**config.mk**
```make
export PLATFORM = sky130hd
export DESIGN_NAME = kf8259_bus_master
export DESIGN_NICKNAME = d
export VERILOG_FILES = /design/src/rtl/kf8259_bus_master.sv
export SDC_FILE = /design/constraint.sdc
export NUM_CORES = 1
export LEC_CHECK = 0
export BUFFER_PORTS_ARGS = -buffer_cell sky130_fd_sc_hd__buf_4
export CORE_ASPECT_RATIO = 1.4
export CORE_MARGIN = 4
export CORE_UTILIZATION = 45
export CTS_CLUSTER_DIAMETER = 150
export DETAILED_ROUTE_END_ITERATION = 6
export GPL_ROUTABILITY_DRIVEN = 0
export PLACE_DENSITY = 0.73
export SETUP_SLACK_MARGIN = 0.15
export SYNTH_ARGS = -nofsm -noshare
export SYNTH_HDL_FRONTEND = slang
export SYNTH_SLANG_ARGS = --single-unit
```
**constraint.sdc**
```tcl
create_clock -name clock -period 1.7 [get_ports clock]
set_input_delay 0.085 -clock clock [delete_from_list [all_inputs] [get_ports clock]]
set_output_delay 0.085 -clock clock [all_outputs]
set_load 0.05 [all_outputs]
```
**src/rtl/kf8259_bus_master.sv**
```systemverilog
// -----------------------------------------------------------------------------
// kf8259_bus_master
// CPU-side bus initiator for the KF8259 interrupt controller register port.
// After an init_start pulse it writes ICW1, ICW2, ICW3 (cascade only),
// ICW4 (IC4 only) and, when KF8259_INIT_MASK_EN is defined, OCW1. Between
// init sequences it performs single register reads/writes on request.
//
// Every access walks IDLE -> SETUP -> STROBE -> HOLD -> GAP. chip_select_n
// stays low across SETUP, STROBE and HOLD, so the 8259 sees the rising edge
// of write_enable_n while still selected (that edge is where it commits).
//
// Optional feature macro: KF8259_INIT_MASK_EN (append OCW1 to the init run).
//
// Parameters:
//   SETUP_CYCLES   cycles address/data/chip select lead the strobe (1..15)
//   STROBE_CYCLES  cycles the strobe is held low (1..15)
// Ports:
//   clock, reset_n                 clock, async active-low reset
//   init_start, icw1..icw4, ocw1   init request and the words it samples
//   cmd_valid/cmd_ready            single-access handshake
//   cmd_write, cmd_address, cmd_data  access kind, A0 and write data
//   rsp_valid, rsp_data            read-data pulse and held read data
//   busy, init_done                activity and init-complete status
//   chip_select_n, write_enable_n, read_enable_n, address, data_bus_out,
//   data_bus_in                    8259 register port
// -----------------------------------------------------------------------------
module kf8259_bus_master #(
    parameter int SETUP_CYCLES  = 1,
    parameter int STROBE_CYCLES = 2
) (
    input  logic       clock,
    input  logic       reset_n,
    input  logic       init_start,
    input  logic [7:0] icw1,
    input  logic [7:0] icw2,
    input  logic [7:0] icw3,
    input  logic [7:0] icw4,
    input  logic [7:0] ocw1,
    input  logic       cmd_valid,
    output logic       cmd_ready,
    input  logic       cmd_write,
    input  logic       cmd_address,
    input  logic [7:0] cmd_data,
    output logic       rsp_valid,
    output logic [7:0] rsp_data,
    output logic       busy,
    output logic       init_done,
    output logic       chip_select_n,
    output logic       write_enable_n,
    output logic       read_enable_n,
    output logic       address,
    output logic [7:0] data_bus_out,
    input  logic [7:0] data_bus_in
);

    typedef enum logic [2:0] {
        ST_IDLE   = 3'd0,
        ST_SETUP  = 3'd1,
        ST_STROBE = 3'd2,
        ST_HOLD   = 3'd3,
        ST_GAP    = 3'd4
    } state_t;

    localparam logic [3:0] SETUP_LAST  = 4'(SETUP_CYCLES - 1);
    localparam logic [3:0] STROBE_LAST = 4'(STROBE_CYCLES - 1);

    localparam logic [2:0] STEP_ICW1 = 3'd0;
    localparam logic [2:0] STEP_ICW2 = 3'd1;
    localparam logic [2:0] STEP_ICW3 = 3'd2;
    localparam logic [2:0] STEP_ICW4 = 3'd3;
    localparam logic [2:0] STEP_OCW1 = 3'd4;
    localparam logic [2:0] STEP_NONE = 3'd5;

    state_t     state_r, state_nx;
    logic [3:0] cnt_r, cnt_nx;
    logic [2:0] step_r, step_nx, step_after_s;
    logic       init_active_r, init_active_nx;
    logic       init_done_r, init_done_nx;
    logic       is_write_r, is_write_nx;
    logic       addr_r, addr_nx;
    logic [7:0] dout_r, dout_nx;
    logic [7:0] rsp_data_r, rsp_data_nx;
    logic       rsp_valid_r, rsp_valid_nx;
    logic       cs_n_r, cs_n_nx, we_n_r, we_n_nx, re_n_r, re_n_nx;
    logic       busy_r, busy_nx, idle_r, idle_nx;
    logic       capture_init_s, capture_rsp_s;
    logic [8:0] word_s;
    logic [7:0] icw1_r, icw2_r, icw3_r, icw4_r;
    logic [7:0] ocw1_s;

`ifdef KF8259_INIT_MASK_EN
    localparam logic MASK_EN = 1'b1;
    logic [7:0] ocw1_r;

    // OCW1 word captured together with the ICWs when init starts
    always_ff @(posedge clock or negedge reset_n) begin
        if (!reset_n) begin
            ocw1_r <= 8'h00;
        end else if (capture_init_s) begin
            ocw1_r <= ocw1;
        end else begin
            ocw1_r <= ocw1_r;
        end
    end
    assign ocw1_s = ocw1_r;
`else
    localparam logic MASK_EN = 1'b0;
    logic unused_ocw1_s;
    assign unused_ocw1_s = ^ocw1;
    assign ocw1_s        = 8'h00;
`endif

    // Next enabled init step after cur; STEP_NONE ends the sequence.
    // ICW3 only in cascade mode (icw1[1]=0), ICW4 only when IC4 (icw1[0]=1).
    function automatic logic [2:0] next_step(input logic [2:0] cur, input logic [7:0] w1);
        logic en_icw3, en_icw4;
        en_icw3 = ~w1[1];
        en_icw4 = w1[0];
        case (cur)
            STEP_ICW1: next_step = STEP_ICW2;
            STEP_ICW2: next_step = en_icw3 ? STEP_ICW3 : (en_icw4 ? STEP_ICW4 : (MASK_EN ? STEP_OCW1 : STEP_NONE));
            STEP_ICW3: next_step = en_icw4 ? STEP_ICW4 : (MASK_EN ? STEP_OCW1 : STEP_NONE);
            STEP_ICW4: next_step = MASK_EN ? STEP_OCW1 : STEP_NONE;
            default:   next_step = STEP_NONE;
        endcase
    endfunction

    // {A0, data} for an init step; bit 4 of ICW1 is forced so it decodes as ICW1
    function automatic logic [8:0] step_word(input logic [2:0] step, input logic [7:0] w1,
                                             input logic [7:0] w2, input logic [7:0] w3,
                                             input logic [7:0] w4, input logic [7:0] o1);
        case (step)
            STEP_ICW1: step_word = {1'b0, w1 | 8'h10};
            STEP_ICW2: step_word = {1'b1, w2};
            STEP_ICW3: step_word = {1'b1, w3};
            STEP_ICW4: step_word = {1'b1, w4};
            STEP_OCW1: step_word = {1'b1, o1};
            default:   step_word = 9'h000;
        endcase
    endfunction

    assign cmd_ready = idle_r & ~init_start;

    // Next-state, sequencer and next-output decode
    always_comb begin
        state_nx       = state_r;
        cnt_nx         = cnt_r + 4'd1;
        step_nx        = step_r;
        step_after_s   = STEP_NONE;
        init_active_nx = init_active_r;
        init_done_nx   = init_done_r;
        is_write_nx    = is_write_r;
        addr_nx        = addr_r;
        dout_nx        = dout_r;
        capture_init_s = 1'b0;
        word_s         = 9'h000;
        case (state_r)
            ST_IDLE: begin
                cnt_nx = 4'd0;
                if (init_start) begin
                    state_nx       = ST_SETUP;
                    step_nx        = STEP_ICW1;
                    init_active_nx = 1'b1;
                    init_done_nx   = 1'b0;
                    capture_init_s = 1'b1;
                    is_write_nx    = 1'b1;
                    word_s         = step_word(STEP_ICW1, icw1, icw2, icw3, icw4, ocw1_s);
                    addr_nx        = word_s[8];
                    dout_nx        = word_s[7:0];
                end else if (cmd_valid && cmd_ready) begin
                    state_nx    = ST_SETUP;
                    is_write_nx = cmd_write;
                    addr_nx     = cmd_address;
                    dout_nx     = cmd_data;
                end else begin
                    state_nx = ST_IDLE;
                end
            end
            ST_SETUP: begin
                if (cnt_r == SETUP_LAST) begin
                    state_nx = ST_STROBE;
                    cnt_nx   = 4'd0;
                end else begin
                    state_nx = ST_SETUP;
                end
            end
            ST_STROBE: begin
                if (cnt_r == STROBE_LAST) begin
                    state_nx = ST_HOLD;
                    cnt_nx   = 4'd0;
                end else begin
                    state_nx = ST_STROBE;
                end
            end
            ST_HOLD: begin
                state_nx = ST_GAP;
                cnt_nx   = 4'd0;
            end
            ST_GAP: begin
                cnt_nx = 4'd0;
                if (init_active_r) begin
                    // Chain straight into the next enabled step: skipped steps cost nothing
                    step_after_s = next_step(step_r, icw1_r);
                    if (step_after_s == STEP_NONE) begin
                        state_nx       = ST_IDLE;
                        init_active_nx = 1'b0;
                        init_done_nx   = 1'b1;
                    end else begin
                        state_nx    = ST_SETUP;
                        step_nx     = step_after_s;
                        is_write_nx = 1'b1;
                        word_s      = step_word(step_after_s, icw1_r, icw2_r, icw3_r, icw4_r, ocw1_s);
                        addr_nx     = word_s[8];
                        dout_nx     = word_s[7:0];
                    end
                end else begin
                    state_nx = ST_IDLE;
                end
            end
            default: begin
                state_nx = ST_IDLE;
                cnt_nx   = 4'd0;
            end
        endcase

        cs_n_nx       = ~((state_nx == ST_SETUP) || (state_nx == ST_STROBE) || (state_nx == ST_HOLD));
        we_n_nx       = ~((state_nx == ST_STROBE) && is_write_nx);
        re_n_nx       = ~((state_nx == ST_STROBE) && !is_write_nx);
        rsp_valid_nx  = (state_nx == ST_HOLD) && !is_write_nx;
        // Read data is taken on the last strobe cycle, i.e. on the STROBE->HOLD edge
        capture_rsp_s = (state_r == ST_STROBE) && (state_nx == ST_HOLD) && !is_write_r;
        rsp_data_nx   = capture_rsp_s ? data_bus_in : rsp_data_r;
        busy_nx       = (state_nx != ST_IDLE);
        idle_nx       = (state_nx == ST_IDLE);
    end

    // State, sequencer and registered bus/status outputs
    always_ff @(posedge clock or negedge reset_n) begin
        if (!reset_n) begin
            state_r       <= ST_IDLE;
            cnt_r         <= 4'd0;
            step_r        <= STEP_ICW1;
            init_active_r <= 1'b0;
            init_done_r   <= 1'b0;
            is_write_r    <= 1'b0;
            addr_r        <= 1'b0;
            dout_r        <= 8'h00;
            rsp_data_r    <= 8'h00;
            rsp_valid_r   <= 1'b0;
            cs_n_r        <= 1'b1;
            we_n_r        <= 1'b1;
            re_n_r        <= 1'b1;
            busy_r        <= 1'b0;
            idle_r        <= 1'b0;
        end else begin
            state_r       <= state_nx;
            cnt_r         <= cnt_nx;
            step_r        <= step_nx;
            init_active_r <= init_active_nx;
            init_done_r   <= init_done_nx;
            is_write_r    <= is_write_nx;
            addr_r        <= addr_nx;
            dout_r        <= dout_nx;
            rsp_data_r    <= rsp_data_nx;
            rsp_valid_r   <= rsp_valid_nx;
            cs_n_r        <= cs_n_nx;
            we_n_r        <= we_n_nx;
            re_n_r        <= re_n_nx;
            busy_r        <= busy_nx;
            idle_r        <= idle_nx;
        end
    end

    // ICW words sampled once at init start so later input changes cannot corrupt the run
    always_ff @(posedge clock or negedge reset_n) begin
        if (!reset_n) begin
            icw1_r <= 8'h00;
            icw2_r <= 8'h00;
            icw3_r <= 8'h00;
            icw4_r <= 8'h00;
        end else if (capture_init_s) begin
            icw1_r <= icw1;
            icw2_r <= icw2;
            icw3_r <= icw3;
            icw4_r <= icw4;
        end else begin
            icw1_r <= icw1_r;
            icw2_r <= icw2_r;
            icw3_r <= icw3_r;
            icw4_r <= icw4_r;
        end
    end

    assign chip_select_n  = cs_n_r;
    assign write_enable_n = we_n_r;
    assign read_enable_n  = re_n_r;
    assign address        = addr_r;
    assign data_bus_out   = dout_r;
    assign rsp_valid      = rsp_valid_r;
    assign rsp_data       = rsp_data_r;
    assign busy           = busy_r;
    assign init_done      = init_done_r;

endmodule

```
==> results.py <==
metrics = {
    "synth": {
        "syn_area_um2": 3070,
        "synth_warnings": 0,
        "synth_top_family_by_area": "multiplexers",
        "synth_cells": 269,
        "synthFlopType": "dfrtp_1",
        "ys_seq_area_frac": 0.506,
        "synth-simple-area-share": 0.141,
        "synth_enable_flop_cells": 0,
        "async_reset_ff_frac": 1.00,
        "synth_adder_area_share": 0.0163,
        "muxShareOfSynthArea": 0.150,
        "synth_cell_types": 50,
        "synth_xor_area_frac": 0.00570,
        "synth_top_cell_area_share": 0.480,
        "avgSynthCellArea_um2": 11.4,
        "synth_compound_area_frac": 0.145,
        "synth.largest_area_cell": "dfrtp_1",
        "synth.area.top_cells": "dfrtp_1 (48%), mux2_2 (15%), o21ai_0 (3.1%)",
        "synth_fp_nets": 335,
        "synth-seq-cells": 62,
    },
    "power": {
        "p_sw_mw": 3.17,
        "pwr-share-clk": 0.199,
        "powerDensity_nw_per_um2": 1760,
        "p_comb_frac": 0.493,
        "power.share.sequential": 0.308,
        "p_int_mw": 5.06,
        "swShare": 0.385,
        "totalPowerFinal_mw": 8.23,
        "peakVddDrop_mv": 0.981,
        "power.leakage_nw": 2.07,
    },
    "min_path": {
        "hp-start": "cmd_address",
        "hold_end": "address$_DFFE_PN0P_",
        "worstHoldPathType": "in2reg",
        "min_path_cells": 3,
    },
    "global_routing": {
        "grt_pass1_wl_mm": 13.0,
        "grt_max_degree": 63,
        "gr-total-overflow": 0,
        "grt_pass1_vias": 2779,
        "antenna_found_initial": 0,
        "grt_use_total": 0.203,
    },
    "routing": {
        "drt_iter0_drc": 103,
        "first_pass_iters": 4,
        "wl_per_cell_um": 15.8,
        "vias": 2620,
        "ant_nets": 0,
        "drc": 0,
        "wl_mm": 7.89,
        "vias_per_cell": 5.23,
    },
    "clock_network": {
        "clk_path_buf_depth": 2,
        "cts_root_buf": "clkbuf_8",
        "tritoncts": "done",
        "cts.clk_slew.worst_paths_ps": 70,
        "numCtsBuffers": 9,
        "clock-sinks": 62,
        "worstSkewPairLatency_ps": 340,
        "htree_levels": 3,
    },
    "floorplanning": {
        "dieArea_um2": 8230,
        "rows": 35,
        "io_pins": 86,
        "core_area_um2": 6610,
        "floorplan.initialDensity": 0.465,
        "die_h_um": 106,
        "die_x_um": 77.8,
    },
    "sta": {
        "slew_viol_final": 0,
        "rsz0062_at_grt": "yes",
        "setup_viol": 0,
        "max_slew_margin": 0.488,
        "hold_slack_ps": 149,
        "fin_tns_setup_ps": 0,
        "finalHoldViolCount": 0,
        "max_freq_mhz": 599,
        "finalCritPeriodShare": 0.981,
        "skew_ps": 6.98,
        "layout_min_cycle_time_ps": 1670,
        "worst_pin_slew_ps": 767,
    },
    "cells_and_area": {
        "nFillCells": 460,
        "fin_nets": 470,
        "final_area_um2": 4670,
        "area_growth_pct": 52.0,
        "drive_gt1_frac": 0.477,
        "diodes": 0,
        "final_cell_mix": "buf_4 (100), dfrtp_1 (56), dlygate4sd3_1 (35), mux2_2 (27), mux2_4 (14)",
        "mostFrequentLayoutCell": "buf_4",
        "fin_util": 0.707,
    },
    "worst_setup_path": {
        "reg2reg_slack_ps": 30,
        "worstSetupPathType": "reg2reg",
        "reg2reg_from": "state_r[0]$_DFF_PN0_",
        "reg2reg_depth": 4,
        "required_ps": 1920,
        "cp_max_fo": 16,
        "slowest_stage": "dfrtp_2",
        "start_kind": "register",
        "path_delay_family": "simple AND/OR/NAND/NOR gates",
        "r2r-end": "icw4_r[7]$_DFFE_PN0P_",
        "path_cells": "or3b_4 > nor2_4 > buf_12 > mux2_2",
        "cp_num_buf_inv": 1,
        "max_stage_delay_ps": 440,
        "endpoint_kind": "register",
        "worstPathArrival_ps": 1890,
    },
    "placement": {
        "io_buffers": 76,
        "post-dp-hpwl_mm": 5.16,
        "dpl_cell_area_um2": 3880,
    },
    "outcome": {
        "status": "completed",
    },
    "flow_run": {
        "drv_cap": 0,
    },
}
## synthesized netlist by cell type (all sizes together) (8+ instances only)
library cell	count
a2bb2oi	8
o21ai	19
dfrtp	59
a21oi	18
clkbuf	8
nand2	13
nand3b	9
mux2	41
a211oi	10
nand2b	11
buf	8
nor2	14
## repair_timing
item	4_1_cts	5_1_grt
hold buffers	35	0
endpoints found under the hold margin	93	0
pin swaps	9	8
setup buffers	5	2
setup endpoints to repair	50	53
gates resized for setup	15	25
## state kept, by name, indices dropped and copies added, names as in the netlist
name and flops:
icw2_r 8, data_bus_out 8, chip_select_n 1, icw1_r 2, write_enable_n 1, cnt_r 4, address 1, icw3_r 8
step_r 3, state_r 3, rsp_valid 1, read_enable_n 1, rsp_data 8, idle_r 1, init_active_r 1, busy 1
is_write_r 1, init_done 1, icw4_r 8
## logic make-up after synthesis
logic type,count (synthesis)
and+or+nand+nor,72
AOI/OAI and AO/OA,66
DFF,62
muxes,41
buffers and inverters,22
adders and majority gates,4
xor gates and xnor gates,2
## worst max-delay path by stage
stage / startpoint / depth (start not counted) / endpoint / slack, ps
final: state_r[0]$_DFF_PN0_ / 4 / icw4_r[7]$_DFFE_PN0P_ / 30
after floorplan: state_r[0]$_DFF_PN0_ / 5 / icw2_r[0]$_DFFE_PN0P_ / 30
after detailed placement: cnt_r[1]$_DFF_PN0_ / 5 / rsp_data[5]$_DFFE_PN0P_ / -60
after CTS: state_r[0]$_DFF_PN0_ / 4 / icw4_r[7]$_DFFE_PN0P_ / 8
after global placement: cnt_r[1]$_DFF_PN0_ / 5 / rsp_data[6]$_DFFE_PN0P_ / -10
after global routing: state_r[1]$_DFF_PN0_ / 4 / address$_DFFE_PN0P_ / -5
## area by class of cell
cell class | instances | area (µm²) | area share
Clock inverter | 5 | 104 | 0.0222
Inverter | 6 | 22.5 | 0.00482
Tap cell | 92 | 115 | 0.0246
Timing Repair Buffer | 140 | 1180 | 0.253
Sequential cell | 62 | 1560 | 0.334
Clock buffer | 11 | 151 | 0.0324
Multi-Input combinational cell | 185 | 1540 | 0.329
## metal layers
layer  GRT usage  up-vias  wire, µm
met2       0.360       84      4160
li1            -     1242         -
met3      0.0496       21       368
met1       0.225     1273      3040
met4      0.0941        0       329
met5           0        -         0
## worst reg2reg max path: stages (launching register included)
cell and delay (ps):
dfrtp_2 440, or3b_4 430, nor2_4 160, buf_12 170, mux2_2 350
## per-stage QoR
| step | setup slack [ps] | std cells |
|---|---|---|
| final | 31.9 | 501 |
| after global routing | -4.70 | 501 |
| after CTS | 7.77 | 499 |
| after detailed placement | -60.5 | 443 |
| after global placement | -13.9 | 443 |
| after floorplan | 33.1 | 269 |
## power groups by stage
stage / Clock, mW / Combinational [mW] / Sequential [mW]
finish: 1.64 / 4.06 / 2.53
global route: 1.73 / 4.35 / 2.61
CTS: 1.67 / 3.89 / 2.51
detailed placement: 0 / 3.63 / 2.52
global placement: 0 / 3.59 / 2.50
floorplan: 0 / 1.86 / 3.16
No activity file was read; power rests on OpenSTA's default activity.
